==> src/rtl/fifo_ser_tx.sv <==
// Serial transmitter that drains a FIFO one word at a time.
// Each word goes out as a start bit, WIDTH data bits LSB first, and a stop bit.
module fifo_ser_tx #(
  parameter int WIDTH        = 8,
  parameter int CLKS_PER_BIT = 16
) (
  input  logic             clk,
  input  logic             rst,
  input  logic             en,
  input  logic             empty,
  input  logic [WIDTH-1:0] fifo_dout,
  output logic             dequeue,
  output logic             txd,
  output logic             busy
);

  localparam int CNT_W = (CLKS_PER_BIT > 1) ? $clog2(CLKS_PER_BIT) : 1;
  localparam int IDX_W = (WIDTH > 1) ? $clog2(WIDTH) : 1;

  localparam logic [1:0] IDLE  = 2'd0;
  localparam logic [1:0] START = 2'd1;
  localparam logic [1:0] DATA  = 2'd2;
  localparam logic [1:0] STOP  = 2'd3;

  localparam logic [CNT_W-1:0] CNT_LAST = CNT_W'(CLKS_PER_BIT - 1);
  localparam logic [IDX_W-1:0] IDX_LAST = IDX_W'(WIDTH - 1);

  logic [1:0]       state, state_n;
  logic [CNT_W-1:0] cnt, cnt_n;
  logic [IDX_W-1:0] idx, idx_n;
  logic [WIDTH-1:0] shreg, shreg_n;
  logic             txd_n;
  logic             bit_last;

  assign bit_last = (cnt == CNT_LAST);

  // A pop can only happen when a new frame may begin, so one word per frame.
  assign dequeue = rst && en && !empty &&
                   ((state == IDLE) || ((state == STOP) && bit_last));

  // NOTE: every always_comb output gets a default first so no path can infer a latch.
  always_comb begin
    state_n = state;
    cnt_n   = bit_last ? '0 : cnt + CNT_W'(1);
    idx_n   = idx;
    shreg_n = shreg;
    case (state)
      IDLE: begin
        cnt_n = '0;
        if (dequeue) begin
          shreg_n = fifo_dout;
          state_n = START;
        end
      end
      START: begin
        if (bit_last) state_n = DATA;
      end
      DATA: begin
        if (bit_last) begin
          shreg_n = shreg >> 1;
          if (idx == IDX_LAST) begin
            idx_n   = '0;
            state_n = STOP;
          end else begin
            idx_n = idx + IDX_W'(1);
          end
        end
      end
      STOP: begin
        if (bit_last) begin
          if (dequeue) begin
            shreg_n = fifo_dout;
            state_n = START;
          end else begin
            state_n = IDLE;
          end
        end
      end
      default: state_n = IDLE;
    endcase

    // Line level is derived from the next state so txd is a clean register output.
    case (state_n)
      START:   txd_n = 1'b0;
      DATA:    txd_n = shreg_n[0];
      default: txd_n = 1'b1;
    endcase
  end

  // NOTE: sequential state uses non-blocking assignments so all registers update together.
  always_ff @(posedge clk or negedge rst) begin
    if (!rst) begin
      state <= IDLE;
      cnt   <= '0;
      idx   <= '0;
      shreg <= '0;
      txd   <= 1'b1;
      busy  <= 1'b0;
    end else begin
      state <= state_n;
      cnt   <= cnt_n;
      idx   <= idx_n;
      shreg <= shreg_n;
      txd   <= txd_n;
      busy  <= (state_n != IDLE);
    end
  end

endmodule

==> config.mk <==
export PLATFORM = sky130hd
export DESIGN_NAME = fifo_ser_tx
export DESIGN_NICKNAME = d
export VERILOG_FILES = /design/src/rtl/fifo_ser_tx.sv
export SDC_FILE = /design/constraint.sdc
export NUM_CORES = 1
export LEC_CHECK = 0
export BUFFER_PORTS_ARGS = -buffer_cell sky130_fd_sc_hd__buf_2
export CORE_MARGIN = 1.5
export CORE_UTILIZATION = 59
export CTS_CLUSTER_SIZE = 28
export DETAILED_ROUTE_END_ITERATION = 16
export GPL_TIMING_DRIVEN = 0
export PLACE_DENSITY = 0.82
export SLEW_MARGIN = 40
export SYNTH_ARGS = -nofsm -noshare
export SYNTH_HDL_FRONTEND = slang
export SYNTH_SLANG_ARGS = --single-unit
==> constraint.sdc <==
create_clock -name clk -period 2.56 [get_ports clk]
set_clock_uncertainty 0.1 [all_clocks]
set_input_delay 0.384 -clock clk [delete_from_list [all_inputs] [get_ports clk]]
set_output_delay 0.384 -clock clk [all_outputs]
set_load 0.05 [all_outputs]
After elaboration in Yosys (flattened, before gate mapping)
Index checks and enable logic that the tools add are counted.
Operators by class
  $add $sub $neg: 2
  equal/unequal tests: 9
  mux-type cells: 15
  reductions and logical operators: 11
Operators by type and width (count)
  two-way mux 8 bit: 3
  case mux 8 bit (3 select lines): 1
  two-way mux 2 bit: 5
  two-way mux 4 bit: 2
  case mux 2 bit (4 select lines): 1
  equality test 2 bit (second input constant): 3
  adder 4 x 1 -> 4 bit (second input constant): 1
  equality test 2 x 1 -> 1 bit (second input constant): 2
  equality test 4 bit (second input constant): 1
  logical AND 1 bit: 4
  inequality test 2 bit (second input constant): 2
  adder 3 x 1 -> 3 bit (second input constant): 1
  equality test 3 bit (second input constant): 1
  two-way mux 3 bit: 1
  AND reduction 3 bit: 1
  nonzero test 3 bit: 1
  logical NOT 2 bit: 1
  case mux 1 bit (2 select lines): 1
  AND reduction 2 bit: 1
  nonzero test 2 bit: 1
  logical NOT 1 bit: 1
  logical OR 1 bit: 1
  two-way mux 1 bit: 1
Word-level totals
  bits in registers: 19

Logic depth before layout (Yosys ltp)
Gate-level depths: netlist (run 1).
  depth in word-level cells: 9
  gate-level depth with buffers: 6

Worst setup path after synthesis (run 1)
Ideal clock, no wire load.
  path kind: reg2reg
  start: reg cnt[0]
  end: reg shreg[1]
  arrival: 2.069 ns
  required time: 2.275 ns
  setup slack: 0.206 ns
  stages on the path, launching flop included: 6
  period minus slack after synthesis: 2.354 ns
  cell sequence: dfrtp_1 ha_1 and3_1 nand3_1 a21oi_1 a221oi_1
Between the ends
  word-level cells in the longest chain between the ends: 7
  elaborated cells between the ends (all ways): 10
  those cells by class: 3 x eq/ne; 3 x mux; 4 x reduce/logical
Ends and longest elaborated chain
  start: declaration: line 29  | logic [CNT_W-1:0] cnt, cnt_n;
  start signal: assignment: line 101  | cnt <= cnt_n;
  equality test 4 bit (*): line 35  | assign bit_last = (cnt == CNT_LAST);
  logical AND 1 bit (*): line 39  | ((state == IDLE) || ((state == STOP) && bit_last));
  logical OR 1 bit (*): line 39
  logical AND 1 bit (*): line 38  | assign dequeue = rst && en && !empty &&
  via dequeue: line 12  | output logic dequeue,
  two-way mux 8 bit (*)
  two-way mux 8 bit
  case mux 8 bit (3 select lines) (*)
  end signal: assignment: line 103  | shreg <= shreg_n;
  end: declaration: line 31  | logic [WIDTH-1:0] shreg, shreg_n;
The timed path passes the listed nets; every way through them passes the cells marked *. The select of a mux whose other input is x is not followed.
A chain may end at the register's enable or synchronous reset.

Worst setup path in the final report (run 1)
  start: reg cnt[0]
  end: out dequeue
Between the ends
  word-level cells in the longest chain between the ends: 4
Ends and longest elaborated chain (line)
  equality test 4 bit: 35
  logical AND 1 bit: 39
  logical OR 1 bit: 39
  logical AND 1 bit: 38
  end: declaration: 12
No other way between the ends.

==> flow_summary.json, run 1 <==
{
  "num_rows": 15,
  "cts_tree": "yes",
  "finalPower_uw": 1030,
  "max-clock-path-buffers": 2,
  "crit_fanout": 6,
  "ys_top_cells_by_area": "dfrtp_1 (43%), inv_1 (4.6%), a221oi_1 (4.1%)",
  "dp_hpwl_um": 1610,
  "pwr-share-comb": 0.390,
  "yosys.cell_count.top_type": "dfrtp_1",
  "cp_data_required_time_ns": 2.08,
  "clock.fmax_mhz": 417,
  "ys_types": 39,
  "drv_cap": 0,
  "ioPinCount": 15,
  "synth-seq-cells": 19,
  "final_hold_viol_count": 0,
  "post-cts-setup-buffer-count": 0,
  "multi_input_area_sq_um": 505,
  "dieArea_sq_um": 2060,
  "cts_sinks": 19,
  "cpPeakStageDelay_ns": 0.39,
  "diodes": 0,
  "grt_remaining_overflow": 0,
  "place_worst_setup_slack_ns": 0.213,
  "power.density_nw_per_um2": 853,
  "power.switching_uw": 397,
  "grt_first_pass_wirelength_um": 3430,
  "regArea_sq_um": 477,
  "swShare": 0.386,
  "routed_wl_um": 2170,
  "hold_path_class": "in -> reg",
  "avgSynthCellArea_sq_um": 9.37,
  "netlist_area_sq_um": 1060,
  "antenna_found_initial": 0,
  "cp_slowest_cell": "dfrtp_1",
  "layout.nets": 149,
  "outcome": "completed",
  "worst_pin_slew_ns": 0.474,
  "ys_async_sr_fraction": 1.00,
  "leakage_uw": 0.000574,
  "drv_slew": 0,
  "critPathTopFamily": "flip-flops",
  "synth_nets": 128,
  "synth_edf_count": 0,
  "grt_start_max_net_pins": 19,
  "crit_path_end_kind": "primary output",
  "core_sq_um": 1710,
  "setup_tns_ns": 0,
  "initial_core_util": 0.620,
  "yosysSeqAreaShare": 0.450,
  "slew_headroom": 0.683,
  "vias": 899,
  "grt_setup_unrepaired": "false",
  "fp.dieW_um": 45.4,
  "cts_root_buf": "clkbuf_4",
  "path_clk_slew_ns": 0.11,
  "ir_worst_vdd_v": 0.000713,
  "internal_power_uw": 632,
  "synth_common_cells": "dfrtp_1 (18), inv_1 (13), nor2_1 (9)",
  "fin_ws_ns": 0.160,
  "drt_iter0_drc": 24,
  "grt_use_total": 0.240,
  "clk_latency_ns": 0.30,
  "avgViaCountPerCell": 5.69,
  "area_delta_synth_final_pct": 13.9,
  "wl_per_cell_um": 13.7,
  "clockPowerShare": 0.146,
  "cp.arrival_ns": 1.92,
  "fill_cells": 130,
  "dieHeight_um": 45.4,
  "cts-htree-levels": 1,
  "cts_made_buffers": 3,
  "antenna_left": 0,
  "power_frac_seq": 0.464,
  "path_buf_inv": 1,
  "drcViolationCount": 0,
  "path_cells": "ha_1, and3_1, nand3_1, a21oi_2, buf_2",
  "grt_pass1_vias": 819,
  "gp_congestion": 0.806,
  "dr.pass1.iters": 4,
  "syn_inst": 113,
  "yosys.area.top_type": "dfrtp_1",
  "crit_type": "reg -> out",
  "setup_viol": 0,
  "layoutNonFillerInstCount": 158,
  "portBuffers": 14,
  "worst_setup_path_start_kind": "register",
  "period_share": 0.938,
  "ys_warn_count": 0,
  "synth-main-ff-cell": "dfrtp_1",
  "yosysTopAreaCellShare": 0.426,
  "min_period_ns": 2.40,
  "drive_gt1_frac": 0.226,
  "dp.cells": 152
}
==> power by group through the flow <==
stage	Sequential, uW	Combinational (uW)	Clock, uW
floorplan	503	281	0
global placement	476	382	0
detailed placement	480	397	0
CTS	475	401	158
global route	489	441	172
finish	478	401	150
==> per-layer routing <==
metal  share of wire  track usage  wire length [um]
met5               0            0                 0
met4           0.017        0.106                37
met2            0.50        0.391              1080
met1            0.43        0.292               922
met3           0.056       0.0720               121
==> layout make-up <==
cell class,count,area share
clock buffers,3,0.0187
inverters,13,0.0405
flip-flops and latches,19,0.395
plain buffers,6,0.0259
repair buffers,16,0.0705
clock inverters,1,0.00415
multi-input cells,75,0.419
well taps,25,0.0259
==> sequential cells by signal, summed over array words and instances, names as in the netlist <==
signal  count
shreg       8
cnt         4
idx         3
state       2
busy        1
txd         1
==> metrics by stage <==
step | instance area, sq um | hold slack (ns) | util
final | 1210 | 0.227 | 0.706
after detailed placement | 1160 | 0.250 | 0.679
after global routing | 1210 | 0.218 | 0.706
after CTS | 1210 | 0.223 | 0.707
after global placement | 1160 | 0.247 | 0.679
after floorplan | 1060 | -0.0116 | -
==> cells in the final DEF, fill, tap and decap left out, drive strengths merged, types with 2 or more instances in the layout <==
master and count:
buf 20, dfrtp 18, inv 13, nor2 9
nand2 7, nor3 5, a221oi 5, a21oi 5
nand3 5, o21ai 5, nand4 4, clkbuf 4
ha 3, nor2b 2, mux2i 2, nand2b 2
nand3b 2, a31oi 2, a221o 2
==> final timing paths <==
| path | startpoint | endpoint | slack (ns) | cells past startpoint |
|---|---|---|---|---|
| max | cnt[0] | dequeue | 0.16 | 5 |
| min | fifo_dout[6] | shreg[6] | 0.23 | 3 |
| max reg2reg | cnt[0] | shreg[3] | 0.62 | 5 |
| min reg2reg | cnt[0] | cnt[0] | 0.38 | 1 |
| max in group asynchronous | rst | shreg[2] | 1.50 | 3 |
| min in group asynchronous | rst | txd | 0.47 | 2 |
==> cells by family (layout without fill, tap and decap cells) <==
kind of cell | Yosys count | count (layout) | synth area share
fa+ha+maj | 3 | 3 | 0.0355
compound gates | 25 | 25 | 0.176
flops | 19 | 19 | 0.450
mux | 3 | 3 | 0.0296
simple gates | 42 | 42 | 0.216
xor+xnor | 2 | 2 | 0.0166
buf+inv | 19 | 39 | 0.0757
==> worst min-delay path: stages <==
cell and delay (ns):
buf_2 0.10, inv_1 0.04, a221oi_1 0.06
==> timing repair <==
action / CTS / global route
hold buffers: 2 / 0
resized for setup: 0 / 1
hold endpoints to repair: 18 / 0
setup endpoints to repair: 0 / 1
Note: power is estimated with default switching activity, not from simulation.
==> run 2, diff against run 1 <==
--- a/config.mk
+++ b/config.mk
@@ -12,6 +12,7 @@
 export DETAILED_ROUTE_END_ITERATION = 16
 export GPL_TIMING_DRIVEN = 0
 export PLACE_DENSITY = 0.82
+export REMOVE_ABC_BUFFERS = 1
 export SLEW_MARGIN = 40
 export SYNTH_ARGS = -nofsm -noshare
 export SYNTH_HDL_FRONTEND = slang
==> run 2 against run 1 <==
Net effect:
- final cell count shrank 3.8%
- clock-buffer cell count unchanged
- hold slack got worse by 0.012 ns
- routed wire length down 2.5%
- core utilization shrank 0.81 points
- fmax shrank 3.1%
- design area down 1.1%
- global-route usage shrank 0.73 points
- register-to-register slack lost 0.04 ns
- total power down 0.69%
- sequential share of layout area is 0.46 points higher
- clock power hardly changed
- critical path type is now in -> out
- critical endpoint unchanged
- largest power group unchanged
- highest routed layer unchanged
==> flow_summary.json, run 2 (synthesized netlist as in run 1, its figures left out) <==
{
  "num_rows": 15,
  "path_clk_slew_ns": 0.11,
  "path_cells": "dlygate4sd3_1, buf_2, nand3b_1, a21oi_4, buf_4",
  "grt_start_max_net_pins": 19,
  "fill_cells": 135,
  "min_period_ns": 2.48,
  "portBuffers": 14,
  "clk_latency_ns": 0.30,
  "setup_viol": 0,
  "grt_setup_unrepaired": "false",
  "ir_worst_vdd_v": 0.000622,
  "routed_wl_um": 2110,
  "crit_path_end_kind": "primary output",
  "cp.arrival_ns": 1.99,
  "drcViolationCount": 0,
  "post-cts-setup-buffer-count": 0,
  "grt_remaining_overflow": 0,
  "finalHoldWorstSlack_ns": 0.215,
  "antenna_left": 0,
  "drive_gt1_frac": 0.213,
  "dr.pass1.iters": 4,
  "diodes": 0,
  "regMostFlops": "shreg",
  "path_buf_inv": 3,
  "largest_reg_flops": 8,
  "vias": 918,
  "period_share": 0.968,
  "cp_data_required_time_ns": 2.08,
  "final_hold_viol_count": 0,
  "layout.nets": 143,
  "initial_core_util": 0.620,
  "cts-htree-levels": 1,
  "layout_common_cells": "dfrtp_1 (18), buf_2 (14), inv_1 (13), nor2_1 (9), nand2_1 (6)",
  "drv_slew": 0,
  "cts_root_buf": "clkbuf_4",
  "dieHeight_um": 45.4,
  "regArea_sq_um": 477,
  "drt_iter0_drc": 24,
  "crit_fanout": 11,
  "worst_setup_path_start_kind": "input pin",
  "antenna_found_initial": 0,
  "reg.largest.list": "shreg: 8 flops, cnt: 4 flops, idx: 3 flops",
  "cpPeakStageDelay_ns": 0.52,
  "fp.dieW_um": 45.4,
  "cts_made_buffers": 3,
  "final_common_cell": "dfrtp_1",
  "multi_input_area_sq_um": 520,
  "slew_headroom": 0.627,
  "leakage_uw": 0.000550,
  "avgViaCountPerCell": 6.04,
  "ioPinCount": 15,
  "finalPower_uw": 1020,
  "gp_congestion": 0.717,
  "grt_first_pass_wirelength_um": 3390,
  "max-clock-path-buffers": 2,
  "clock.fmax_mhz": 404,
  "critPathTopFamily": "buffers and inverters",
  "crit_type": "in -> out",
  "cts_sinks": 19,
  "hold_path_class": "in -> reg",
  "grt_pass1_vias": 809,
  "wl_per_cell_um": 13.9,
  "power.density_nw_per_um2": 857,
  "core_sq_um": 1710,
  "cp_slowest_cell": "dlygate4sd3_1",
  "cts_tree": "yes",
  "outcome": "completed",
  "dieArea_sq_um": 2060,
  "worst_pin_slew_ns": 0.560,
  "drv_cap": 0,
  "dp_hpwl_um": 1480,
  "grt_use_total": 0.233,
  "area_delta_synth_final_pct": 12.6
}
## run 2: changes by cell type in the layout (fill, tap and decap cells not counted)
cell	delta
ha_2	+1
and3_4	+1
buf_2	-5
a21oi_2	-1
a21oi_4	+1
clkbuf_1	-1
and3_1	-1
ha_1	-1
## run 2: final cells by class
cell class	instances	share of cell area
tap	25	0.0262
clock buffer	3	0.0189
clock inverter	1	0.00420
timing repair buffer	16	0.0735
multi-input combinational	75	0.437
sequential	19	0.400
inverter	13	0.0409
## run 2: power by group
part | leakage [uW] | total [uW] | switching (uW) | internal [uW]
Clock | 0.0000177 | 153 | 94.6 | 58.4
Combinational | 0.000308 | 346 | 188 | 158
Sequential | 0.000225 | 523 | 115 | 408
Total | 0.000550 | 1020 | 397 | 624
## run 2: path summary, 6_finish.rpt
| check | slack (ns) | startpoint | depth (start not counted) | end |
|---|---|---|---|---|
| worst min-delay path | 0.22 | fifo_dout[4] | 3 | shreg[4] |
| worst min register to register | 0.39 | cnt[0] | 1 | cnt[0] |
| max in group asynchronous | 1.50 | rst | 3 | shreg[0] |
| worst max-delay path | 0.08 | rst | 5 | dequeue |
| worst max register to register | 0.58 | state[1] | 3 | idx[2] |
| min in group asynchronous | 0.48 | rst | 2 | txd |
## run 2: routing by layer
metal / part of all wire / wire length (um) / vias up / global-route usage
met3: 0.044 / 93 / 5 / 0.0560
met2: 0.50 / 1060 / 28 / 0.366
met4: 0.022 / 46 / 0 / 0.124
met1: 0.43 / 912 / 445 / 0.296
met5: 0 / 0 / - / 0
li1: - / - / 440 / -
## run 2: stage by stage
| step | TNS, ns | cells | setup slack [ns] | cell area [sq um] | util |
|---|---|---|---|---|---|
| floorplan | -0.0257 | 107 | -0.00514 | 1030 | - |
| global placement | 0 | 146 | 0.100 | 1130 | 0.661 |
| detailed placement | 0 | 146 | 0.0244 | 1130 | 0.661 |
| CTS | 0 | 152 | 0.0358 | 1180 | 0.693 |
| global route | 0 | 152 | 0.0119 | 1190 | 0.698 |
| finish | 0 | 152 | 0.0819 | 1190 | 0.698 |
## run 2: worst register-to-register path, stage by stage, from the launching register on
cell,delay (ns)
dfrtp_1,0.67
nor2b_1,0.49
nand2_2,0.24
mux2_1,0.37
## run 2: what timing repair did
action | in CTS | in global routing
setup endpoints to repair | 1 | 1
hold buffers | 2 | 0
gates resized for setup | 3 | 3
pin swaps | 0 | 0
hold endpoints to repair | 18 | 0
==> run 3, diff against run 2 <==
--- a/config.mk
+++ b/config.mk
@@ -5,8 +5,8 @@
 export SDC_FILE = /design/constraint.sdc
 export NUM_CORES = 1
 export LEC_CHECK = 0
+export ABC_AREA = 1
 export BUFFER_PORTS_ARGS = -buffer_cell sky130_fd_sc_hd__buf_2
-export CORE_MARGIN = 1.5
 export CORE_UTILIZATION = 59
 export CTS_CLUSTER_SIZE = 28
 export DETAILED_ROUTE_END_ITERATION = 16
==> constraint.sdc (replaced) <==
create_clock -name clk -period 3 [get_ports clk]
set_clock_uncertainty 0.1 [all_clocks]
set_input_delay 0.45 -clock clk [delete_from_list [all_inputs] [get_ports clk]]
set_output_delay 0.45 -clock clk [all_outputs]
set_load 0.05 [all_outputs]
==> run 3 against run 2 <==
Net effect:
- setup slack gained 0.17 ns
- global-route usage shrank 0.46 points
- core utilization grew 3.9 points
- clock-buffer cell count grew 1
- total power shrank 61%
- the run now ends with design-rule violations left
- first-iteration DRC count shrank 4.2%
- combinational power shrank 96%
==> flow_summary.json, run 3 <==
{
  "drive_gt1_frac": 0.255,
  "crit_fanout": 20,
  "worst_pin_slew_ns": 0.283,
  "cts_root_buf": "clkbuf_4",
  "grt_first_pass_wirelength_um": 3150,
  "r2r-end": "shreg[6]",
  "layout_common_cells": "nand2_1 (26), dfrtp_1 (18), o21ai_0 (16), buf_2 (13), inv_1 (11)",
  "dp_hpwl_um": 1360,
  "gp_congestion": 0.783,
  "clock.fmax_mhz": 364,
  "grt_setup_unrepaired": "false",
  "ioPinCount": 15,
  "routed_wl_um": 1790,
  "routed.top_layer": "met4",
  "initial_core_util": 0.653,
  "violations": "design-rule violations",
  "rr_worst_depth": 8,
  "reg2reg_slack_ns": 1.32,
  "wl_met1_um": 849,
  "ys_warn_count": 0,
  "fp.dieW_um": 43.5,
  "synth-main-ff-cell": "dfrtp_1",
  "cts-htree-levels": 1,
  "core_sq_um": 1560,
  "dieHeight_um": 43.5,
  "synth-seq-cells": 19,
  "grt_start_max_net_pins": 21,
  "layoutNonFillerInstCount": 153,
  "crit_type": "in -> out",
  "synth_edf_count": 0,
  "wl_per_cell_um": 11.7,
  "hold_path_class": "in -> reg",
  "avgViaCountPerCell": 5.30,
  "netlist_area_sq_um": 1020,
  "portBuffers": 14,
  "ys_types": 24,
  "diodes": 0,
  "setup_viol": 0,
  "vias": 811,
  "crit_path_end_kind": "primary output",
  "largest_reg_flops": 8,
  "rr_startpoint": "cnt[0]",
  "hold_end": "shreg[2]",
  "grt_use_total": 0.228,
  "power.density_nw_per_um2": 344,
  "worst_setup_path_start_kind": "input pin",
  "cp.arrival_ns": 2.20,
  "worstHoldStart": "fifo_dout[2]",
  "drcViolationCount": 4,
  "cp_data_required_time_ns": 2.45,
  "ys_async_sr_fraction": 1.00,
  "yosysTopAreaCellShare": 0.442,
  "reg.largest.list": "shreg: 8 flops, cnt: 4 flops, idx: 3 flops",
  "cts_sinks": 19,
  "clk_latency_ns": 0.29,
  "antenna_found_initial": 0,
  "period_share": 0.916,
  "slew_headroom": 0.809,
  "route.met3.wl_um": 44,
  "utilization": 0.738,
  "avgSynthCellArea_sq_um": 8.63,
  "area_delta_synth_final_pct": 12.9,
  "cts_tree": "yes",
  "min_period_ns": 2.75,
  "drt_iter0_drc": 23,
  "dieArea_sq_um": 1900,
  "path_clk_slew_ns": 0.10,
  "antenna_left": 0,
  "finalPower_uw": 395,
  "yosys.cell_count.top_type": "nand2_1",
  "drv_slew": 0,
  "yosysSeqAreaShare": 0.468,
  "num_rows": 14,
  "ir_worst_vdd_v": 0.000278,
  "ys_top_cells_by_area": "dfrtp_1 (44%), nand2_1 (9.6%), o21ai_0 (7.9%)",
  "synth_common_cells": "nand2_1 (26), dfrtp_1 (18), o21ai_0 (16)",
  "grt_remaining_overflow": 0,
  "wl_met2_um": 865,
  "final_common_cell": "nand2_1",
  "dp.cells": 148,
  "outcome": "finished, violations left",
  "whs_path_depth": 3,
  "final_hold_viol_count": 0,
  "layout.nets": 153,
  "setup_tns_ns": 0,
  "yosys.area.top_type": "dfrtp_1",
  "regMostFlops": "shreg",
  "syn_inst": 118,
  "dr.pass1.iters": 10,
  "drv_cap": 0,
  "cts_made_buffers": 3,
  "grt_pass1_vias": 786,
  "max-clock-path-buffers": 2,
  "leakage_uw": 0.000572,
  "post-cts-setup-buffer-count": 0
}
run 3: how the worst max path moves through the flow:
stage	from	to	slack (ns)	cells after the start
finish	rst	dequeue	0.25	7
global route	rst	dequeue	0.10	7
CTS	rst	dequeue	0.05	7
detailed placement	rst	dequeue	0.60	6
global placement	rst	dequeue	0.62	6
floorplan	cnt[0]	dequeue	1.15	5
run 3: power by group:
group          leakage [uW]  switching (uW)  internal (uW)  total [uW]
registers          0.000216               0            256         256
clock network     0.0000150            73.3           51.7         125
logic              0.000341            7.91           6.50        14.4
run 3: cell type report:
| cell class | count | area [sq um] |
|---|---|---|
| clock buffer | 4 | 26.3 |
| fill | 125 | 409 |
| inverter | 15 | 58.8 |
| multi-input combinational | 84 | 485 |
| sequential | 19 | 477 |
| tap | 16 | 20.0 |
| timing repair buffer | 15 | 82.6 |
run 3: logic make-up (layout without fill, tap and decap cells):
family / Yosys count / count (layout) / synth area share
buffers and inverters: 15 / 34 / 0.0577
adders and majority gates: 3 / 3 / 0.0369
DFF: 19 / 19 / 0.468
AOI/OAI and AO/OA: 26 / 26 / 0.155
xor gates and xnor gates: 2 / 2 / 0.0172
and+or+nand+nor: 53 / 53 / 0.265
run 3: worst max-delay path: stages:
cell and delay [ns]:
dlygate4sd3_1 0.52, clkbuf_4 0.29, nand2_1 0.10, nor2_2 0.21, nand3_2 0.14, inv_1 0.18
buf_2 0.30
run 3: per-stage QoR:
| step | hold WS [ns] | cell area (sq um) | setup WS [ns] |
|---|---|---|---|
| final | 0.272 | 1150 | 0.252 |
| after global placement | 0.306 | 1110 | 0.618 |
| after global routing | 0.298 | 1150 | 0.104 |
| after CTS | 0.262 | 1140 | 0.0484 |
| after floorplan | 0.0544 | 1020 | 1.15 |
| after detailed placement | 0.311 | 1110 | 0.597 |
run 3: repair_timing:
item | in CTS | in global routing
hold buffers | 1 | 0
endpoints found under the hold margin | 18 | 0
resized for setup | 0 | 2
setup endpoints to repair | 0 | 1
run 3: per-layer routing:
metal / vias to the layer above / track usage
met2: 13 / 0.373
li1: 424 / -
met5: - / 0
met3: 4 / 0.0292
met4: 0 / 0.150
met1: 370 / 0.282
